[src/rtl/mult32x32_pkg.sv]
// Shared types and helpers for the 32x32 multiplier sequencing controller.
// Holds the FSM state enum, step constants and step-to-shift/first-step helpers.
package mult32x32_pkg;

    typedef enum logic [1:0] {
        IDLE = 2'd0,
        CLR  = 2'd1,
        ACC  = 2'd2,
        DONE = 2'd3
    } mult_state_t;

    localparam int MULT_NUM_STEPS = 8;
    localparam int MULT_STEP_W    = 3;

    // Byte position of a (0..3) plus two bytes when the high half of b is used.
    function automatic logic [2:0] mult_step_shift(input logic [MULT_STEP_W-1:0] s);
        return {1'b0, s[1:0]} + {1'b0, s[2], 1'b0};
    endfunction

    // Lowest step whose a byte is non-zero; 0 when nz is empty.
    function automatic logic [MULT_STEP_W-1:0] mult_first_step(input logic [3:0] nz);
        logic [MULT_STEP_W-1:0] r;
        r = '0;
        for (int i = 3; i >= 0; i--) begin
            if (nz[i]) r = MULT_STEP_W'(i);
        end
        return r;
    endfunction

endpackage

[src/rtl/mult32x32_seq_ctrl_if.sv]
// Host/datapath control bundle for mult32x32_seq_ctrl.
// master: host side (drives start/abort/a); slave: the controller.
interface mult32x32_seq_ctrl_if;
    logic        start;
    logic        abort;
    logic [31:0] a;
    logic        busy;
    logic        done;
    logic [1:0]  a_sel;
    logic        b_sel;
    logic [2:0]  shift_sel;
    logic        upd_prod;
    logic        clr_prod;

    modport master (
        output start, abort, a,
        input  busy, done, a_sel, b_sel, shift_sel, upd_prod, clr_prod
    );

    modport slave (
        input  start, abort, a,
        output busy, done, a_sel, b_sel, shift_sel, upd_prod, clr_prod
    );
endinterface

[src/rtl/mult32x32_step_sel.sv]
// Next-step search for zero-byte skipping (built only with MULT_SKIP_ZERO_EN).
// Ports: step, nz in; next_step (lowest later step with non-zero a byte), last out.
`ifdef MULT_SKIP_ZERO_EN
module mult32x32_step_sel
    import mult32x32_pkg::*;
(
    input  logic [MULT_STEP_W-1:0] step,
    input  logic [3:0]             nz,
    output logic [MULT_STEP_W-1:0] next_step,
    output logic                   last
);

    // Descending scan so the lowest qualifying step is the one kept.
    always_comb begin
        next_step = '0;
        last      = 1'b1;
        for (int i = MULT_NUM_STEPS - 1; i >= 0; i--) begin
            if (i > int'(step) && nz[2'(i)]) begin
                next_step = MULT_STEP_W'(i);
                last      = 1'b0;
            end
        end
    end

endmodule
`endif

[src/rtl/mult32x32_seq_ctrl.sv]
// Moore sequencer stepping the 32x32 shift-and-add datapath through 8 partial products.
// Ports: clk, reset (sync, active-low), bus (slave modport). Option: MULT_SKIP_ZERO_EN.
module mult32x32_seq_ctrl
    import mult32x32_pkg::*;
(
    input logic                  clk,
    input logic                  reset,
    mult32x32_seq_ctrl_if.slave  bus
);

    mult_state_t            state, state_n;
    logic [MULT_STEP_W-1:0] step, step_n;
    logic [MULT_STEP_W-1:0] next_step;
    logic [MULT_STEP_W-1:0] first_step;
    logic                   last;
    logic                   empty;
    logic                   accept;

    assign accept = (state == IDLE) && bus.start;

`ifdef MULT_SKIP_ZERO_EN
    logic [3:0] nz, nz_in;

    assign nz_in = {|bus.a[31:24], |bus.a[23:16], |bus.a[15:8], |bus.a[7:0]};
    assign first_step = mult_first_step(nz_in);
    assign empty = (nz == 4'd0);

    // nz is frozen at acceptance so a changing a cannot disturb the sequence.
    always_ff @(posedge clk) begin
        if (!reset) nz <= '0;
        else if (accept) nz <= nz_in;
    end

    mult32x32_step_sel u_step_sel (
        .step      (step),
        .nz        (nz),
        .next_step (next_step),
        .last      (last)
    );
`else
    logic unused_a;

    assign unused_a   = ^bus.a;
    assign first_step = '0;
    assign empty      = 1'b0;
    assign next_step  = step + 3'd1;
    assign last       = (step == 3'd7);
`endif

    always_ff @(posedge clk) begin
        if (!reset) begin
            state <= IDLE;
            step  <= '0;
        end else begin
            state <= state_n;
            step  <= step_n;
        end
    end

    always_comb begin
        state_n = state;
        step_n  = step;
        unique case (state)
            IDLE: begin
                if (accept) begin
                    state_n = CLR;
                    step_n  = first_step;
                end
            end
            CLR: begin
                if (bus.abort) begin
                    state_n = IDLE;
                    step_n  = '0;
                end else if (empty) begin
                    state_n = DONE;
                end else begin
                    state_n = ACC;
                end
            end
            ACC: begin
                if (bus.abort) begin
                    state_n = IDLE;
                    step_n  = '0;
                end else if (last) begin
                    state_n = DONE;
                    step_n  = '0;
                end else begin
                    step_n  = next_step;
                end
            end
            DONE: begin
                state_n = IDLE;
                step_n  = '0;
            end
            default: begin
                state_n = IDLE;
                step_n  = '0;
            end
        endcase
    end

    assign bus.busy      = (state != IDLE);
    assign bus.done      = (state == DONE);
    assign bus.clr_prod  = (state == CLR);
    assign bus.upd_prod  = (state == ACC);
    assign bus.a_sel     = (state == ACC) ? step[1:0] : 2'd0;
    assign bus.b_sel     = (state == ACC) ? step[2] : 1'b0;
    assign bus.shift_sel = (state == ACC) ? mult_step_shift(step) : 3'd0;

endmodule

[src/flat_wrapper.sv]
// flat-port wrapper written by rule: the top's interface ports become plain ports
module mult32x32_seq_ctrl_flat import mult32x32_pkg::*;
  (clk, reset, bus_start, bus_abort, bus_a, bus_busy, bus_done, bus_a_sel, bus_b_sel, bus_shift_sel, bus_upd_prod, bus_clr_prod);
  mult32x32_seq_ctrl_if bus_i ();
  input logic clk;
  input logic reset;
  input wire logic [$bits(bus_i.start)-1:0] bus_start;
  input wire logic [$bits(bus_i.abort)-1:0] bus_abort;
  input wire logic [$bits(bus_i.a)-1:0] bus_a;
  output wire logic [$bits(bus_i.busy)-1:0] bus_busy;
  output wire logic [$bits(bus_i.done)-1:0] bus_done;
  output wire logic [$bits(bus_i.a_sel)-1:0] bus_a_sel;
  output wire logic [$bits(bus_i.b_sel)-1:0] bus_b_sel;
  output wire logic [$bits(bus_i.shift_sel)-1:0] bus_shift_sel;
  output wire logic [$bits(bus_i.upd_prod)-1:0] bus_upd_prod;
  output wire logic [$bits(bus_i.clr_prod)-1:0] bus_clr_prod;
  assign bus_i.start = bus_start;
  assign bus_i.abort = bus_abort;
  assign bus_i.a = bus_a;
  assign bus_busy = bus_i.busy;
  assign bus_done = bus_i.done;
  assign bus_a_sel = bus_i.a_sel;
  assign bus_b_sel = bus_i.b_sel;
  assign bus_shift_sel = bus_i.shift_sel;
  assign bus_upd_prod = bus_i.upd_prod;
  assign bus_clr_prod = bus_i.clr_prod;
  mult32x32_seq_ctrl u_core (.clk(clk), .reset(reset), .bus(bus_i));
endmodule
[config.mk]
export PLATFORM = sky130hd
export DESIGN_NAME = mult32x32_seq_ctrl_flat
export DESIGN_NICKNAME = d
export VERILOG_FILES = /design/src/rtl/mult32x32_pkg.sv /design/src/rtl/mult32x32_seq_ctrl_if.sv /design/src/rtl/mult32x32_step_sel.sv /design/src/rtl/mult32x32_seq_ctrl.sv /design/src/flat_wrapper.sv
export SDC_FILE = /design/constraint.sdc
export NUM_CORES = 1
export LEC_CHECK = 0
export BUFFER_PORTS_ARGS = -buffer_cell sky130_fd_sc_hd__buf_2
export CAP_MARGIN = 25
export CORE_AREA = 2 2 39 41
export CTS_CLUSTER_DIAMETER = 100
export DETAILED_ROUTE_END_ITERATION = 6
export DIE_AREA = 0 0 41 43
export PLACE_DENSITY_LB_ADDON = 0.12
export SYNTH_ARGS = -nofsm -noshare
export SYNTH_HDL_FRONTEND = slang
export SYNTH_SLANG_ARGS = --single-unit
export TNS_END_PERCENT = 50
[constraint.sdc]
create_clock -name clk -period 2 [get_ports clk]
set_clock_uncertainty 0.15 [all_clocks]
set_input_delay 0.2 -clock clk [delete_from_list [all_inputs] [get_ports clk]]
set_output_delay 0.2 -clock clk [all_outputs]
set_load 0.005 [all_outputs]
# Yosys cells after proc, flatten, opt, wreduce, memory -nomap -nowiden
# Index checks and enable logic that the tools add are counted.
word_totals:
  regBits: 5
  out_inout_bits: 10
  wordCells: 29
op_classes:
  addsub: 2
  eq_ne: 7
  n_mux: 13
  reduce_logical: 5
op_table:
  columns: ["cell", "count"]
  rows:
  - ["3-bit 2-to-1 mux", 5]
  - ["3-bit one-hot mux with 4 select lines", 1]
  - ["2-bit 2-to-1 mux", 5]
  - ["2-bit one-hot mux with 4 select lines", 1]
  - ["2-bit equality test (second input constant)", 2]
  - ["2-bit AND reduction", 2]
  - ["2-bit by 2-bit adder with 3-bit output", 1]
  - ["3-bit by 1-bit adder with 3-bit output (second input constant)", 1]
  - ["3-bit equality test (second input constant)", 1]
  - ["3-bit by 2-bit inequality test with 1-bit output (second input constant)", 1]
  - ["2-bit by 1-bit equality test with 1-bit output (second input constant)", 1]
  - ["2-bit logical NOT", 1]
  - ["2-bit by 1-bit inequality test with 1-bit output (second input constant)", 1]
  - ["2-bit inequality test (second input constant)", 1]
  - ["2-bit nonzero test", 1]
  - ["1-bit logical AND", 1]
  - ["1-bit 2-to-1 mux", 1]

# Depth between registers and ports, before layout
# Gate-level depths: netlist of the first run.
logic_depth:
  ltp_word: 4
  ltp_mapped: 4
  ltp_nobuf: 4

# Worst setup path before layout of the first run
# OpenSTA, ideal clock, no wires.
synth_timing:
  path_type: "reg2out"
  start: "register u_core.state[0]"
  end: "output port bus_shift_sel[0]"
  arrival_ns: 0.916
  slack_ns: 0.734
  stages_incl_launch_ff: 4
  n_path_buf: 1
  path_cell_list: "dfxtp_1 -> and2b_4 -> and2_2 -> buf_4"
synth_between:
  elab_chain_len: 2
synth_lines:
  columns: ["item", "line", "source"]
  rows:
  - ["start: declaration", "mult32x32_seq_ctrl.sv:11", "mult_state_t state, state_n;"]
  - ["start signal: assignment", "mult32x32_seq_ctrl.sv:55", "state <= state_n;"]
  - ["2-bit equality test", null, null]
  - ["net bus_upd_prod", "flat_wrapper.sv:15", "output wire logic [$bits(bus_i.upd_prod)-1:0] bus_upd_prod;"]
  - ["3-bit 2-to-1 mux", "mult32x32_seq_ctrl.sv:108", "assign bus.shift_sel = (state == ACC) ? mult_step_shift(step) : 3'd0;"]
  - ["end: declaration", "flat_wrapper.sv:14", "output wire logic [$bits(bus_i.shift_sel)-1:0] bus_shift_sel;"]
# The timed path passes the listed nets, and every way through them passes these cells.

# Worst setup path after layout of the first run
layout_timing:
  start: "register u_core.state[1]"
  end: "output port bus_shift_sel[0]"
layout_between:
  elab_chain_len: 2
layout_lines:
  columns: ["item", "line"]
  rows:
  - ["2-bit equality test", "mult32x32_seq_ctrl.sv:108"]
  - ["3-bit 2-to-1 mux", "mult32x32_seq_ctrl.sv:108"]
# Every way passes these cells.

==> impl_metrics.csv, run 1 <==
group,metric,value,unit
synth,synthAdderAreaFrac,10.83,%
clock_network,h-tree-depth,1,
synth,synth-xor-area-share,0,%
floorplanning,fp.coreArea,0.001384,mm²
clock_network,cts-hold-fix-buffers,0,
run_status,status,"complete, no violations",
worst_setup_path,cp_max_fo,10,
clock_network,clkTransAtPathRegs,0.05,ns
route,drcViolationCount,0,
clock_network,clockBufferDepth,2,
timing,maxSlewHeadroom,80.39,%
cells_and_area,multiInputGateArea,231.5,µm²
worst_setup_path,endpoint_kind,"output pin",
route,routed_wl,723,µm
worst_setup_path,worstPathCellList,"and2b_4, and2_2, buf_2",
global_route,antenna_found_initial,0,
worst_setup_path,crit_slowest_cell,"dfxtp_1",
worst_setup_path,worstSetupStartpoint,"u_core.state[1]$_SDFFE_PN0P_",
floorplanning,dieArea,0.001763,mm²
timing,rsz0062_at_grt,"no",
pwr,intPower,0.1934,mW
cells_and_area,nFillCells,153,
synth,synth_fp_nets,73,
synth,synth_compound_area_share,12.64,%
worst_setup_path,worst_ep_arrival_time,1.22,ns
timing,finalSetupViolCount,0,
pwr,switchingPower,0.06162,mW
floorplanning,initial_core_util,25.05,%
placement,portBuffers,13,
worst_setup_path,critical_path.max_stage_delay,0.48,ns
worst_setup_path,worst_r2r_path_depth,4,
synth,avgSynthCellArea,10.19,µm²
floorplanning,die_w,41,µm
run,drv_cap,0,
worst_setup_path,cp.depth,3,
pwr,pwr-share-seq,41.6,%
pwr,clkPwrFrac,48.5,%
global_route,grt_pass1_vias,307,
timing,clock.fmax,636.5,MHz
cells_and_area,antenna_cells,0,
global_route,overflow,0,
cells_and_area,nNetsFinal,90,
clock_network,cts_setup_buffers,0,
route,postRouteAntennaNets,0,
route,via_per_inst,4.591,
floorplanning,std_cell_rows,14,
route,first_pass_iters,3,
pwr,p_per_area,566.2,mW/mm²
placement,routabilityCongestion,0.6860,
floorplanning,fp.dieH,43,µm
worst_setup_path,crit_type,"reg -> out",
pwr,leakagePower,0.2393,nW
worst_setup_path,reg2reg_to,"u_core.step[1]$_SDFFE_PN0P_",
worst_setup_path,cp.required,1.65,ns
global_route,track_usage,10.17,%
timing,tns,0,ns
synth,synth_mux_area_share,4.332,%
worst_setup_path,critPathLaunchType,"flip-flop",
timing,max_slew.worst_pin.slew,0.2937,ns
synth,synth_area,346.6,µm²
timing,period_share,78.56,%
synth,synth_simple_gate_area_share,38.99,%
cells_and_area,syn_to_final_growth,29.96,%
clock_network,cts_tree,"yes",
cells_and_area,final_area,450.4,µm²
route,vias,303,
synth,synthCells,34,
synth,synth_top_family_by_area,"simple AND/OR/NAND/NOR gates",
clock_network,cts-resized-gates,0,
timing,drv_slew,0,
global_route,grt_max_degree,11,
route,post_drt_wl_per_cell,10.95,µm
pwr,power_frac_comb,9.9,%
timing,hold_viol_final,0,
clock_network,numCtsBuffers,3,
global_route,grt_pass1_wl,1.159,mm
synth,synth_cell_types,17,
cells_and_area,final_util,32.55,%
worst_setup_path,reg2reg_slack,0.76,ns
pwr,swShare,24.16,%
worst_setup_path,crit_end,"bus_shift_sel[0]",
cells_and_area,regArea,100.1,µm²
timing,fin_crit,1.571,ns
pwr,vdd_drop_max,0.0002786,V
route,drtIter0Drc,5,
timing,hold_ws,0.06879,ns
worst_setup_path,crit_buf_inv,1,
floorplanning,ios,46,
worst_setup_path,regToRegStartpoint,"u_core.step[0]$_SDFFE_PN0P_",
clock_network,numClockSinks,5,
synth,synth_seq_area_share,28.88,%
min_path,hold_path_class,"in -> reg",
placement,dp_hpwl,583.6,µm
clock_network,root_buffer,"clkbuf_4",
cells_and_area,drive_above_1_share,56.00,%
placement,post_dp_cell_area,424.2,µm²
worst_setup_path,crit_family,"flip-flops",
synth,yosys_register_bits,5,
pwr,power,0.2550,mW
synth,yosys_warnings,0,
clock_network,clk_latency,0.25,ns
-- synth_stat cells --
library cell,count,area share (%)
inv_1,2,2.2
o32ai_2,1,4.7
nand4bb_2,1,4.7
or2_2,1,1.8
mux2_4,1,4.3
nor2b_1,1,1.8
a21oi_1,1,1.4
dfxtp_1,5,29
nand3b_1,4,8.7
ha_1,3,11
and2b_4,1,2.9
o211a_1,1,2.9
and2_2,6,13
or2b_2,1,2.5
nand2b_1,2,3.6
buf_4,1,2.2
o22ai_1,2,3.6
-- layout by cell type (no fill, tap or decap), drive strengths merged --
cell type	count
nor2b	1
or2	1
o32ai	1
o211a	1
and2b	1
nand2b	2
clkbuf	4
ha	3
inv	2
dfxtp	5
nand3b	4
or2b	1
nand4bb	1
o22ai	2
and2	6
a21oi	1
mux2	1
buf	13
-- how the worst min path moves through the flow --
stage              start                           end  cells past startpoint
2_1_floorplan      reset  u_core.state[1]$_SDFFE_PN0P_                      1
3_3_place_gp   bus_start  u_core.state[0]$_SDFFE_PN0P_                      3
3_5_place_dp   bus_start  u_core.state[0]$_SDFFE_PN0P_                      3
4_1_cts        bus_start  u_core.state[0]$_SDFFE_PN0P_                      3
5_1_grt        bus_start  u_core.state[0]$_SDFFE_PN0P_                      3
6_report       bus_start  u_core.state[0]$_SDFFE_PN0P_                      3
-- per-layer routing --
layer / track usage (%) / up-vias / share of wire, %
li1: - / 150 / -
met1: 9.091 / 140 / 39
met2: 17.19 / 11 / 51
met3: 3.141 / 2 / 7.7
met4: 8.000 / 0 / 2.1
met5: 0 / - / 0
-- cells by family after synthesis --
logic type / count (synthesis)
AO/OA/AOI/OAI: 5
multiplexers: 1
AND/OR/NAND/NOR: 17
flip-flops: 5
buffers and inverters: 3
adder cells (fa/ha/maj): 3
-- registers in the layout (all words and copies together) (netlist names) --
| name | cells |
|---|---|
| u_core.state | 2 |
| u_core.step | 3 |
-- through the flow --
step                setup slack [ns]  std cells
global placement              0.7050         62
floorplan                     0.7335         34
finish                        0.4288         66
CTS                           0.4118         66
global route                  0.3140         66
detailed placement            0.6791         62
-- worst min-delay path: stages --
cell and delay (ns):
buf_2 0.11, nand2b_1 0.06, a21oi_1 0.05
-- final cells by class --
type,instances,area share [%]
multi-input combinational,26,51.39
sequential,5,22.22
timing repair buffer,13,14.44
clock buffer,4,5.833
tap,16,4.444
inverter,2,1.667
-- power groups by stage --
stage               clock network, mW  registers (mW)  logic (mW)
floorplan                           0           0.107      0.0157
global placement                    0           0.108      0.0252
detailed placement                  0           0.108      0.0258
CTS                             0.127           0.106      0.0259
global route                    0.133           0.107      0.0279
finish                          0.124           0.106      0.0253
Note: power is estimated with default switching activity, not from simulation.
==> run 2: changes to the inputs <==
- clock period: 2 -> 1.45 ns (I/O delays scaled with it)
==> run 2 against run 1 <==
  * Global-route usage unchanged
  * Register-to-register slack worse by 0.65 ns
  * Count of clock-buffer cells in the layout unchanged
  * Sequential cell count is the same
  * Largest cell class unchanged
  * Largest power group unchanged
  * Highest routed layer unchanged
==> impl_metrics.csv, run 2 (synthesized netlist as in run 1, its figures left out) <==
group,metric,value,unit
clock_network,numClockSinks,5,
pwr,pwr-share-seq,40.7,%
cells_and_area,largest_reg_flops,3,
pwr,vdd_drop_max,0.0003534,V
cells_and_area,top_register,"u_core.step",
worst_setup_path,cp.required,1.15,ns
timing,maxSlewHeadroom,88.68,%
timing,period_share,97.78,%
cells_and_area,final_common_cell,"buf_2",
clock_network,clockBufferDepth,2,
global_route,grt_pass1_vias,307,
cells_and_area,regArea,110.1,µm²
route,vias,324,
floorplanning,initial_core_util,25.05,%
clock_network,clk_latency,0.25,ns
cells_and_area,drive_above_1_share,67.92,%
cells_and_area,syn_to_final_growth,46.93,%
route,post_drt_wl_per_cell,11.10,µm
floorplanning,fp.coreArea,0.001384,mm²
timing,max_slew.worst_pin.slew,0.1698,ns
min_path,hold_depth,3,
timing,tns,0,ns
placement,portBuffers,13,
floorplanning,std_cell_rows,14,
worst_setup_path,critPathLaunchType,"flip-flop",
route,routed_wl,766,µm
route,postRouteAntennaNets,0,
clock_network,cts_tree,"yes",
worst_setup_path,endpoint_kind,"output pin",
cells_and_area,final_cell_mix,"11 x buf_2, 5 x and2_2, 4 x nand3b_1",
cells_and_area,final_area,509.2,µm²
global_route,grt_pass1_wl,1.159,mm
global_route,overflow,0,
floorplanning,dieArea,0.001763,mm²
floorplanning,die_w,41,µm
cells_and_area,final_util,36.80,%
pwr,leakagePower,0.2563,nW
pwr,switchingPower,0.08412,mW
worst_setup_path,cp_max_fo,5,
clock_network,numCtsBuffers,3,
placement,place_ws,0.1841,ns
route,drtIter0Drc,3,
pwr,clkPwrFrac,47.7,%
worst_setup_path,worst_r2r_path_depth,5,
route,drcViolationCount,0,
placement,routabilityCongestion,0.6860,
pwr,p_per_area,693.4,mW/mm²
clock_network,h-tree-depth,1,
timing,rsz0062_at_grt,"yes",
min_path,hold_path_class,"in -> reg",
cells_and_area,nFillCells,155,
timing,setup_slack,0.03215,ns
pwr,swShare,23.82,%
worst_setup_path,worst_ep_arrival_time,1.12,ns
placement,dp_hpwl,583.6,µm
route,via_per_inst,4.696,
placement,place_inst,62,
global_route,grt_max_degree,11,
run_status,status,"complete, no violations",
run,drv_cap,0,
worst_setup_path,reg2reg_slack,0.11,ns
floorplanning,ios,46,
worst_setup_path,crit_type,"reg -> out",
placement,post_dp_cell_area,424.2,µm²
cells_and_area,antenna_cells,0,
cells_and_area,stdcell_count,69,
timing,drv_slew,0,
cells_and_area,reg.largest.list,"u_core.step x3, u_core.state x2",
global_route,track_usage,10.17,%
route,first_pass_iters,2,
cells_and_area,nNetsFinal,93,
timing,finalSetupViolCount,0,
pwr,power_frac_comb,11.6,%
clock_network,root_buffer,"clkbuf_4",
floorplanning,fp.dieH,43,µm
pwr,intPower,0.2690,mW
timing,clock.fmax,705.3,MHz
timing,hold_viol_final,0,
cells_and_area,multiInputGateArea,245.2,µm²
clock_network,clkTransAtPathRegs,0.04,ns
timing,fin_crit,1.418,ns
global_route,antenna_found_initial,0,
## run 2: changes by cell type in the layout (fill, tap and decap cells not counted)
cell | previous run | this run
buf_4 | 0 | 3
dfxtp_4 | 0 | 2
buf_6 | 0 | 2
ha_1 | 3 | 2
and2_4 | 0 | 1
dfxtp_2 | 0 | 2
dfxtp_1 | 5 | 1
and2_2 | 6 | 5
ha_4 | 0 | 1
buf_2 | 13 | 11
## run 2: final cells by class
class,count,share of cell area [%]
Multi-Input combinational cell,26,48.16
Sequential cell,5,21.62
Timing Repair Buffer,16,19.66
Clock buffer,4,5.160
Tap cell,16,3.931
Inverter,2,1.474
## run 2: path summary, 6_finish.rpt
path / endpoint / start
max: bus_busy / u_core.state[0]$_SDFFE_PN0P_
min: u_core.state[0]$_SDFFE_PN0P_ / bus_start
max reg2reg: u_core.step[1]$_SDFFE_PN0P_ / u_core.step[1]$_SDFFE_PN0P_
min reg2reg: u_core.state[0]$_SDFFE_PN0P_ / u_core.state[0]$_SDFFE_PN0P_
## run 2: through the flow
stage | power [mW] | hold slack (ns)
3_5_place_dp | 0.1847 | 0.2750
2_1_floorplan | 0.1689 | 0.1284
5_1_grt | 0.3729 | 0.02861
4_1_cts | 0.3563 | 0.008165
6_report | 0.3531 | 0.008661
3_3_place_gp | 0.1834 | 0.2570
## run 2: power groups by stage
stage | logic (mW) | registers [mW] | clock network [mW]
after floorplan | 0.0217 | 0.147 | 0
after global placement | 0.0348 | 0.149 | 0
after detailed placement | 0.0356 | 0.149 | 0
after CTS | 0.0358 | 0.146 | 0.175
after global routing | 0.0449 | 0.144 | 0.184
final | 0.0410 | 0.144 | 0.168
## run 2: worst max-delay path, stage by stage, from the launching register on
cell and delay, ns:
dfxtp_4 0.34, buf_4 0.13, or2_2 0.27, buf_2 0.13
## run 2: metal layers
| metal | track usage (%) | vias up | wire length [µm] |
|---|---|---|---|
| li1 | - | 157 | - |
| met1 | 9.091 | 154 | 291 |
| met2 | 17.19 | 11 | 407 |
| met3 | 3.141 | 2 | 51 |
| met4 | 8.000 | 0 | 15 |
| met5 | 0 | - | 0 |
## run 2: what timing repair did
item	in CTS	in global routing
hold buffers	0	0
setup buffers	0	3
setup endpoints to repair	6	6
resized for setup	4	6
==> run 3: changes to the inputs <==
- SETUP_SLACK_MARGIN: unset -> 0.3
==> run 3 against run 2 <==
  * Sequential cell count unchanged
  * Cell count increased by 1.4%
  * Fmax increased by 1.4%
  * Critical path type unchanged
==> impl_metrics.csv, run 3 (synthesized netlist as in run 1, its figures left out) <==
group,metric,value,unit
run_status,status,"complete, no violations",
timing,period_share,96.44,%
timing,clock.fmax,715.1,MHz
global_route,track_usage,10.46,%
route,first_pass_iters,4,
run,drv_cap,0,
cells_and_area,antenna_cells,0,
timing,fin_crit,1.398,ns
pwr,switchingPower,0.08115,mW
timing,finalSetupViolCount,0,
route,drcViolationCount,0,
route,routed_wl,727,µm
clock_network,clk_latency,0.24,ns
pwr,power,0.3507,mW
clock_network,clockBufferDepth,2,
clock_network,clkTransAtPathRegs,0.04,ns
timing,tns,0,ns
route,wl_met2,369,µm
cells_and_area,final_area,558.0,µm²
pwr,p_per_area,628.4,mW/mm²
floorplanning,std_cell_rows,14,
clock_network,numCtsBuffers,3,
pwr,power_frac_comb,12.5,%
cells_and_area,nNetsFinal,94,
floorplanning,fp.coreArea,0.001384,mm²
route,wl_met3,49,µm
placement,post_dp_cell_area,425.4,µm²
cells_and_area,final_common_cell,"buf_2",
timing,rsz0062_at_grt,"yes",
floorplanning,die_w,41,µm
floorplanning,initial_core_util,25.05,%
timing,maxSlewHeadroom,88.62,%
placement,routabilityCongestion,0.6418,
route,post_drt_wl_per_cell,10.39,µm
route,postRouteAntennaNets,0,
route,vias,313,
worst_setup_path,endpoint_kind,"output pin",
clock_network,root_buffer,"clkbuf_4",
floorplanning,fp.dieH,43,µm
global_route,overflow,0,
min_path,hold_start,"reset",
clock_network,cts_tree,"yes",
timing,max_slew.worst_pin.slew,0.1707,ns
clock_network,numClockSinks,5,
worst_setup_path,regToRegStartpoint,"u_core.step[1]$_SDFFE_PN0P_",
cells_and_area,regArea,110.1,µm²
worst_setup_path,crit_slowest_cell,"dfxtp_4",
min_path,hold_path_class,"in -> reg",
route,routed.top_layer,"met3",
timing,hold_ws,0.04425,ns
worst_setup_path,worstPathCellList,"and2b_4, and2_4, buf_6",
pwr,swShare,23.14,%
pwr,clkPwrFrac,46.7,%
cells_and_area,final_util,40.33,%
global_route,antenna_found_initial,0,
cells_and_area,syn_to_final_growth,61.01,%
global_route,grt_max_degree,11,
timing,hold_viol_final,0,
cells_and_area,multiInputGateArea,267.8,µm²
worst_setup_path,crit_type,"reg -> out",
pwr,leakagePower,0.2617,nW
placement,portBuffers,13,
global_route,grt_pass1_vias,291,
floorplanning,dieArea,0.001763,mm²
worst_setup_path,critPathLaunchType,"flip-flop",
worst_setup_path,critical_path.max_stage_delay,0.34,ns
worst_setup_path,cp.required,1.15,ns
global_route,grt_pass1_wl,1.193,mm
timing,drv_slew,0,
worst_setup_path,worstSetupStartpoint,"u_core.state[0]$_SDFFE_PN0P_",
pwr,pwr-share-seq,40.8,%
cells_and_area,reg.largest.list,"u_core.step x3, u_core.state x2",
cells_and_area,final_cell_mix,"9 x buf_2, 5 x buf_6, 4 x nand3b_1",
clock_network,h-tree-depth,1,
cells_and_area,drive_above_1_share,74.07,%
route,drtIter0Drc,5,
worst_setup_path,worst_ep_arrival_time,1.10,ns
route,met1_length,308,µm
pwr,intPower,0.2695,mW
worst_setup_path,crit_family,"simple AND/OR/NAND/NOR gates",
cells_and_area,top_register,"u_core.step",
worst_setup_path,cp_max_fo,7,
cells_and_area,largest_reg_flops,3,
route,via_per_inst,4.471,
worst_setup_path,crit_buf_inv,1,
cells_and_area,nFillCells,142,
floorplanning,ios,46,
placement,dp_hpwl,532.5,µm
pwr,vdd_drop_max,0.0003424,V
[run 3: cell count changes in the layout (fill, tap and decap cells not counted), moves of 2 or more]
| cell | delta |
|---|---|
| buf_2 | -2 |
| and2_2 | -2 |
| buf_6 | +3 |
| and2_4 | +2 |
[run 3: through the flow]
stage,setup slack (ns),std cells
2_1_floorplan,0.2842,34
3_3_place_gp,0.2143,62
3_5_place_dp,0.2125,62
4_1_cts,0.03578,70
5_1_grt,0.00001366,70
6_report,0.05157,70
[run 3: repair_timing]
action                                 in CTS  in global routing
setup buffers                               3                  0
gates resized for setup                     8                 10
endpoints found under the hold margin       1                  0
pin swaps                                   2                  7
setup endpoints to repair                  14                 14
hold buffers                                1                  0
[run 3: final cells by class]
cell class / instances / share of cell area [%]
Tap cell: 16 / 3.587
Sequential cell: 5 / 19.73
Multi-Input combinational cell: 26 / 47.98
Inverter: 2 / 1.345
Timing Repair Buffer: 17 / 22.65
Clock buffer: 4 / 4.709
[run 3: final timing paths]
| kind | depth (start not counted) | endpoint | slack [ns] |
|---|---|---|---|
| worst max-delay path | 3 | bus_a_sel[0] | 0.05 |
| worst min-delay path | 2 | u_core.state[1]$_SDFFE_PN0P_ | 0.04 |
| worst max register to register | 5 | u_core.step[2]$_SDFFE_PN0P_ | 0.15 |
| worst min register to register | 1 | u_core.step[0]$_SDFFE_PN0P_ | 0.40 |
[run 3: layer usage]
| layer | vias to the layer above | track usage, % |
|---|---|---|
| met4 | 0 | 2.000 |
| met3 | 0 | 7.853 |
| met1 | 143 | 10.68 |
| li1 | 160 | - |
| met5 | - | 0 |
| met2 | 10 | 16.56 |
[run 3: power by group through the flow]
stage | Sequential, mW | Combinational (mW) | Clock (mW)
floorplan | 0.148 | 0.0217 | 0
global placement | 0.149 | 0.0349 | 0
detailed placement | 0.149 | 0.0354 | 0
CTS | 0.144 | 0.0417 | 0.175
global route | 0.144 | 0.0471 | 0.182
finish | 0.143 | 0.0437 | 0.164
